===== src/rtl/pad_bidir_xcvr.sv =====
// Half-duplex UART-style transceiver driving one PADBID cell (I/OEN out, C back).
// Optional even-parity bit enabled by defining PAD_XCVR_PARITY_EN.
module pad_bidir_xcvr #(
  parameter int WIDTH       = 8,
  parameter int BIT_CYC     = 4,
  parameter int TURN_CYC    = 2,
  parameter int SYNC_STAGES = 2
) (
  input  logic             clk,
  input  logic             rst,
  input  logic             tx_valid,
  output logic             tx_ready,
  input  logic [WIDTH-1:0] tx_data,
  input  logic             rx_en,
  output logic             rx_valid,
  output logic [WIDTH-1:0] rx_data,
  output logic             rx_err,
  output logic             pad_i,
  output logic             pad_oen,
  input  logic             pad_c,
  output logic             busy
);

`ifdef PAD_XCVR_PARITY_EN
  localparam int FRAME = WIDTH + 3;
`else
  localparam int FRAME = WIDTH + 2;
`endif
  localparam int CMAX = (BIT_CYC > TURN_CYC) ? BIT_CYC : TURN_CYC;
  localparam int CW   = $clog2(CMAX + 1);
  localparam int BW   = $clog2(FRAME + 1);

  typedef enum logic [2:0] {
    IDLE    = 3'd0,
    TX_DRV  = 3'd1,
    TX_BITS = 3'd2,
    TX_REL  = 3'd3,
    RX_BITS = 3'd4
  } state_t;

`ifdef PAD_XCVR_PARITY_EN
  function automatic logic even_par(input logic [WIDTH-1:0] d);
    return ^d;
  endfunction
`endif

  state_t             state_q, state_d;
  logic [CW-1:0]      cnt_q, cnt_d;
  logic [BW-1:0]      bit_q, bit_d;
  logic [FRAME-1:0]   tx_sh_q, tx_sh_d;
  logic [WIDTH-1:0]   rx_sh_q, rx_sh_d;
  logic [WIDTH-1:0]   rx_data_q, rx_data_d;
  logic               rx_valid_q, rx_valid_d;
  logic               rx_err_q, rx_err_d;
  logic               pad_i_q, pad_i_d;
  logic               pad_oen_q, pad_oen_d;
  logic               busy_q, busy_d;
  logic               tx_ready_q, tx_ready_d;
  logic [SYNC_STAGES-1:0] sync_q, sync_d;
  logic               prev_q, prev_d;
  logic               synced_s, fall_s, par_ok_s;
`ifdef PAD_XCVR_PARITY_EN
  logic               rx_par_q, rx_par_d;
`endif

  assign synced_s = sync_q[SYNC_STAGES-1];
  assign fall_s   = prev_q & ~synced_s;
  // RX start takes priority over a transmit offered in the same cycle.
  assign tx_ready = tx_ready_q & ~(rx_en & fall_s);

  assign pad_i    = pad_i_q;
  assign pad_oen  = pad_oen_q;
  assign busy     = busy_q;
  assign rx_valid = rx_valid_q;
  assign rx_err   = rx_err_q;
  assign rx_data  = rx_data_q;

  always_comb begin
    sync_d = {sync_q[SYNC_STAGES-2:0], pad_c};
    prev_d = synced_s;
`ifdef PAD_XCVR_PARITY_EN
    par_ok_s = (rx_par_q == even_par(rx_sh_q));
`else
    par_ok_s = 1'b1;
`endif
  end

  always_comb begin
    state_d    = state_q;
    cnt_d      = cnt_q;
    bit_d      = bit_q;
    tx_sh_d    = tx_sh_q;
    rx_sh_d    = rx_sh_q;
    rx_data_d  = rx_data_q;
    rx_valid_d = 1'b0;
    rx_err_d   = 1'b0;
`ifdef PAD_XCVR_PARITY_EN
    rx_par_d   = rx_par_q;
`endif
    case (state_q)
      IDLE: begin
        if (rx_en && fall_s) begin
          // The edge cycle is phase 0 of the start bit.
          state_d = RX_BITS;
          cnt_d   = CW'(1);
          bit_d   = '0;
        end else if (tx_valid && tx_ready) begin
          state_d = TX_DRV;
          cnt_d   = '0;
`ifdef PAD_XCVR_PARITY_EN
          tx_sh_d = {1'b1, even_par(tx_data), tx_data, 1'b0};
`else
          tx_sh_d = {1'b1, tx_data, 1'b0};
`endif
        end else begin
          state_d = IDLE;
        end
      end
      TX_DRV: begin
        if (cnt_q == CW'(TURN_CYC - 1)) begin
          state_d = TX_BITS;
          cnt_d   = '0;
          bit_d   = '0;
        end else begin
          cnt_d = cnt_q + CW'(1);
        end
      end
      TX_BITS: begin
        if (cnt_q == CW'(BIT_CYC - 1)) begin
          cnt_d = '0;
          if (bit_q == BW'(FRAME - 1)) begin
            state_d = TX_REL;
          end else begin
            bit_d   = bit_q + BW'(1);
            tx_sh_d = {1'b1, tx_sh_q[FRAME-1:1]};
          end
        end else begin
          cnt_d = cnt_q + CW'(1);
        end
      end
      TX_REL: begin
        if (cnt_q == CW'(TURN_CYC - 1)) begin
          state_d = IDLE;
          cnt_d   = '0;
        end else begin
          cnt_d = cnt_q + CW'(1);
        end
      end
      RX_BITS: begin
        if (cnt_q == CW'(BIT_CYC / 2)) begin
          cnt_d = cnt_q + CW'(1);
          if (bit_q == BW'(0)) begin
            if (synced_s) begin
              state_d = IDLE;
              cnt_d   = '0;
            end else begin
              state_d = RX_BITS;
            end
          end else if (bit_q == BW'(FRAME - 1)) begin
            state_d = IDLE;
            cnt_d   = '0;
            if (synced_s && par_ok_s) begin
              rx_data_d  = rx_sh_q;
              rx_valid_d = 1'b1;
            end else begin
              rx_err_d = 1'b1;
            end
`ifdef PAD_XCVR_PARITY_EN
          end else if (bit_q == BW'(WIDTH + 1)) begin
            rx_par_d = synced_s;
`endif
          end else begin
            rx_sh_d = {synced_s, rx_sh_q[WIDTH-1:1]};
          end
        end else if (cnt_q == CW'(BIT_CYC - 1)) begin
          cnt_d = '0;
          bit_d = bit_q + BW'(1);
        end else begin
          cnt_d = cnt_q + CW'(1);
        end
      end
      default: begin
        state_d = IDLE;
        cnt_d   = '0;
        bit_d   = '0;
      end
    endcase

    // Pad controls are registered from next state so they align with state_q.
    pad_oen_d  = ~((state_d == TX_DRV) || (state_d == TX_BITS));
    pad_i_d    = (state_d == TX_BITS) ? tx_sh_d[0] : 1'b1;
    busy_d     = (state_d != IDLE);
    tx_ready_d = (state_d == IDLE);
  end

  always_ff @(posedge clk or posedge rst) begin
    if (rst) begin
      state_q    <= IDLE;
      cnt_q      <= '0;
      bit_q      <= '0;
      tx_sh_q    <= '1;
      rx_sh_q    <= '0;
      rx_data_q  <= '0;
      rx_valid_q <= 1'b0;
      rx_err_q   <= 1'b0;
      pad_i_q    <= 1'b1;
      pad_oen_q  <= 1'b1;
      busy_q     <= 1'b0;
      tx_ready_q <= 1'b0;
      sync_q     <= '1;
      prev_q     <= 1'b1;
`ifdef PAD_XCVR_PARITY_EN
      rx_par_q   <= 1'b0;
`endif
    end else begin
      state_q    <= state_d;
      cnt_q      <= cnt_d;
      bit_q      <= bit_d;
      tx_sh_q    <= tx_sh_d;
      rx_sh_q    <= rx_sh_d;
      rx_data_q  <= rx_data_d;
      rx_valid_q <= rx_valid_d;
      rx_err_q   <= rx_err_d;
      pad_i_q    <= pad_i_d;
      pad_oen_q  <= pad_oen_d;
      busy_q     <= busy_d;
      tx_ready_q <= tx_ready_d;
      sync_q     <= sync_d;
      prev_q     <= prev_d;
`ifdef PAD_XCVR_PARITY_EN
      rx_par_q   <= rx_par_d;
`endif
    end
  end

endmodule


===== config.mk =====
export PLATFORM = sky130hd
export DESIGN_NAME = pad_bidir_xcvr
export DESIGN_NICKNAME = d
export VERILOG_FILES = /design/src/rtl/pad_bidir_xcvr.sv
export SDC_FILE = /design/constraint.sdc
export NUM_CORES = 1
export LEC_CHECK = 0
export BUFFER_PORTS_ARGS = -buffer_cell sky130_fd_sc_hd__buf_4
export CELL_PAD_IN_SITES_DETAIL_PLACEMENT = 1
export CELL_PAD_IN_SITES_GLOBAL_PLACEMENT = 1
export CORE_ASPECT_RATIO = 2
export CORE_MARGIN = 4
export CORE_UTILIZATION = 36
export DETAILED_ROUTE_END_ITERATION = 6
export PLACE_DENSITY = 0.71
export RECOVER_POWER = 100
export SYNTH_ARGS = -nofsm -noshare
export SYNTH_HDL_FRONTEND = slang
export SYNTH_SLANG_ARGS = --single-unit

===== constraint.sdc =====
create_clock -name clk -period 5.4 [get_ports clk]
set_clock_uncertainty 0.05 [all_clocks]
set_input_delay 0.81 -clock clk [delete_from_list [all_inputs] [get_ports clk]]
set_output_delay 0.81 -clock clk [all_outputs]
set_load 0.005 [all_outputs]

* After elaboration in Yosys (flattened, before gate mapping)
Index checks and enable logic that the tools add are counted.
W data, S select, Z words.
** Storage, ports and cells
- Output and inout bits :: 14
- Flip-flop bits (word level) :: 45
- Word-level logic and storage cells :: 101
** Operators by class
- Multiplexer cells :: 43
- Reductions and logical operators :: 13
- Equal/unequal tests :: 19
- Bitwise operators :: 9
- Add/sub/neg operators :: 2
** Operators with widths (count)
- $mux W3 :: 17
- $mux W10 :: 4
- $mux W4 :: 6
- $pmux W10 S2 :: 1
- $pmux W4 S5 :: 1
- $ne A2 B2 Y1 const B :: 8
- $eq A3 B2 Y1 const B :: 5
- $pmux W3 S5 :: 1
- $mux W1 :: 12
- $pmux W3 S4 :: 1
- $reduce_and A5 Y1 :: 2
- $eq A3 B1 Y1 const B :: 3
- $reduce_and A7 Y1 :: 1
- $logic_not A3 Y1 :: 2
- $not A1 Y1 :: 6
- $add A4 B1 Y4 const B :: 1
- $eq A4 B4 Y1 const B :: 1
- $logic_not A4 Y1 :: 1
- $reduce_and A4 Y1 :: 1
- $add A3 B1 Y3 const B :: 1
- $and A1 B1 Y1 :: 3
- $eq A3 B3 Y1 const B :: 1
- $ne A3 B3 Y1 const B :: 1
- $reduce_bool A3 Y1 :: 1
- 4 further kinds :: 5

* Depth between registers and ports, before layout
- Word-level depth :: 12
- Gate-level depth with buffers :: 9
- Mapped depth without buffers :: 7

* Worst setup path after synthesis
Ideal clock, no wire load.
- Kind :: input-to-output
- Start point :: input rx_en
- End point :: output tx_ready
- Stages :: 2
- Data required time :: 4.540 ns
- Data arrival time :: 1.046 ns
- Setup slack :: 3.494 ns
- Cells stage by stage :: nand3b_1 -> and2_1
** Between the ends
- Word-level cells in the longest chain between the ends :: 3
** RTL lines
- start, declared :: line 14 : input logic rx_en,
- $and A1 B1 Y1 :: line 69 : assign tx_ready = tx_ready_q & ~(rx_en & fall_s);
- $not A1 Y1 :: line 69
- $and A1 B1 Y1 :: line 69
- end, declared :: line 12 : output logic tx_ready,
No other way between the ends.

==> impl_metrics.tcl <==
set metrics [dict create \
    worstHoldPathType "flip-flop to flip-flop" \
    clk_pin_slew_ps 60 \
    totalWireLength_um 5022 \
    critical_path_buf_inv_count 3 \
    ys_ff_latch 45 \
    yosysSeqAreaShare 0.5217 \
    htreeDepth 2 \
    grt_first_pass_wirelength_um 8631 \
    layout_commonest_cell "dfrtp_1" \
    place.gp.congestion 0.8496 \
    slowest_delay_ps 1690 \
    route.vias.total 1548 \
    synth_edf_count 0 \
    crit_chain "clkbuf_4, clkinv_1, clkbuf_1" \
    cts_root_buf "clkbuf_16" \
    syn_area_per_cell_um2 11.49 \
    die-height_um 118.4 \
    drive_gt1_frac 0.2818 \
    cts_buffers 5 \
    grt-ovfl-total 0 \
    syn_area_um2 2195 \
    end_kind "async pin" \
    dp.cells 275 \
    cp.arrival_ps 2650 \
    fin_crit_sh 0.5201 \
    r2r-start "state_q[1]$_DFF_PP0_" \
    ios 27 \
    worst-r2r-setup-slack_ps 2600 \
    p_leak_nw 1.170 \
    postCtsSetupRepairBufs 0 \
    wire_per_inst_um 17.75 \
    slew_headroom -0.5880 \
    setup_violations 0 \
    num-fill-cells 666 \
    initialDrtViolationCount 58 \
    synth_cell_types 48 \
    syn_inst 191 \
    num_rows 40 \
    clock_sinks 45 \
    max_freq_mhz 356.0 \
    reg2regPathDepth 4 \
    port_buffers 26 \
    r2r_end "pad_i$_DFF_PP1_" \
    startpoint_type "input port" \
    cap_violations 1 \
    p_total_uw 947.9 \
    criticalPathCategory "input port to async pin" \
    fin_hold_ws_ps 313.3 \
    async_reset_ff_frac 1.000 \
    final_cells 283 \
    postCtsResizedCells 0 \
    slowest_stage "clkbuf_1" \
    postRouteAntennaNets 0 \
    rsz0062_at_grt "false" \
    core_area_um2 5956 \
    start_util 0.3685 \
    worst_pin_slew_ps 2382 \
    grt_pass1_vias 1790 \
    power.density_nw_per_um2 377.1 \
    antenna_cells 0 \
    slew_violations 46 \
    clk_latency_ps 280 \
    path_delay_family "buffers and inverters" \
    violations "capacitance limit, slew limit" \
    cts_hold_buffers 0 \
    mostFrequentLayoutCells "30 x dfrtp_1, 25 x nand2_1, 16 x mux2_2, 14 x clkbuf_4, 13 x dfstp_2" \
    hpwlAfterDp_um 3710 \
    hp-start "sync_q[0]$_DFF_PP1_" \
    peakVddDrop_mv 0.2566 \
    tns_ps 0 \
    die_area_um2 7485 \
    status "finished, violations left" \
    viasPerCell 5.470 \
    synth_top_flop_cell "dfrtp_1" \
    hold_depth 0 \
    fin_crit_ps 2809 \
    crit_required_ps 5250 \
    grt_max_degree 46 \
    cts_tree "yes" \
    final_util 0.4221 \
    drc 0 \
    syn_nets 212 \
    first_pass_iters 4 \
    die_w_um 63.21 \
    holdPathEnd "sync_q[1]$_DFF_PP1_" \
    grtUsageTotal 0.1480 \
    crit_fanout 45 \
    nNetsFinal 240 \
    antenna_found_initial 0 \
    area_delta_synth_final_pct 14.54 \
    clockBufferDepth 2 \
    yosysWarningCount 0 \
    hold_viol_final 0 \
]
==> cell usage after synthesis, types with 4 or more instances <==
cell type | n | area [µm²]
dfstp_2 | 15 | 394.1
mux2_2 | 16 | 180.2
o21ai_0 | 7 | 35.03
dfrtp_1 | 30 | 750.7
nand3b_1 | 4 | 30.03
nand2_1 | 25 | 93.84
a22oi_1 | 8 | 60.06
ha_1 | 8 | 100.1
inv_1 | 12 | 45.04
nor2_1 | 8 | 30.03
nor3_1 | 5 | 25.02
a21oi_1 | 6 | 30.03
==> metal layers <==
layer	GRT usage	up-vias	wire [µm]
li1	-	733	-
met1	0.1467	777	1781
met2	0.2747	27	2931
met3	0.03612	11	172
met4	0.07848	0	136
met5	0	-	0
==> area by class of cell <==
class | instances | area (µm²) | area share
clock buffer | 7 | 132.6 | 0.05276
multi-input combinational | 128 | 905.9 | 0.3604
tap | 63 | 78.83 | 0.03136
sequential | 45 | 1145 | 0.4555
clock inverter | 1 | 7.507 | 0.002987
inverter | 12 | 45.04 | 0.01792
timing repair buffer | 27 | 198.9 | 0.07914
==> report_power, final <==
group	internal (mW)	total (mW)	switching (mW)
Clock	0.172	0.294	0.122
Sequential	0.390	0.438	0.0480
Combinational	0.0898	0.216	0.126
Total	0.652	0.948	0.296
==> worst max-delay path by stage <==
stage / to / startpoint / cells after the start
2_1_floorplan: tx_ready / rx_en / 2
3_3_place_gp: pad_i$_DFF_PP1_ / rx_en / 5
3_5_place_dp: pad_i$_DFF_PP1_ / rx_en / 5
4_1_cts: tx_sh_q[4]$_DFFE_PP1P_ / cnt_q[0]$_DFFE_PP0P_ / 7
5_1_grt: rx_sh_q[4]$_DFFE_PP0P_ / rst / 3
6_report: rx_data[7]$_DFFE_PP0P_ / rst / 3
==> cell families after synthesis <==
group,count (synthesis),share of synthesized area
and+or+nand+nor,65,0.1728
DFF,45,0.5217
adders and majority gates,8,0.04561
buffers and inverters,18,0.04219
AOI/OAI and AO/OA,37,0.1277
xor gates and xnor gates,2,0.007983
muxes,16,0.08210
==> per-stage QoR <==
stage               cell area (µm²)  worst slack [ps]
finish                         2514              2591
global route                   2514              2009
CTS                            2569              3010
detailed placement             2429              2888
global placement               2429              2966
floorplan                      2195              3494
==> flip-flops by register name (all words and copies together) (netlist names), 2 cells and up <==
register / count
tx_sh_q: 10
rx_sh_q: 8
bit_q: 4
sync_q: 2
rx_data: 8
cnt_q: 3
state_q: 3
Power figures use the tool's default switching activity.
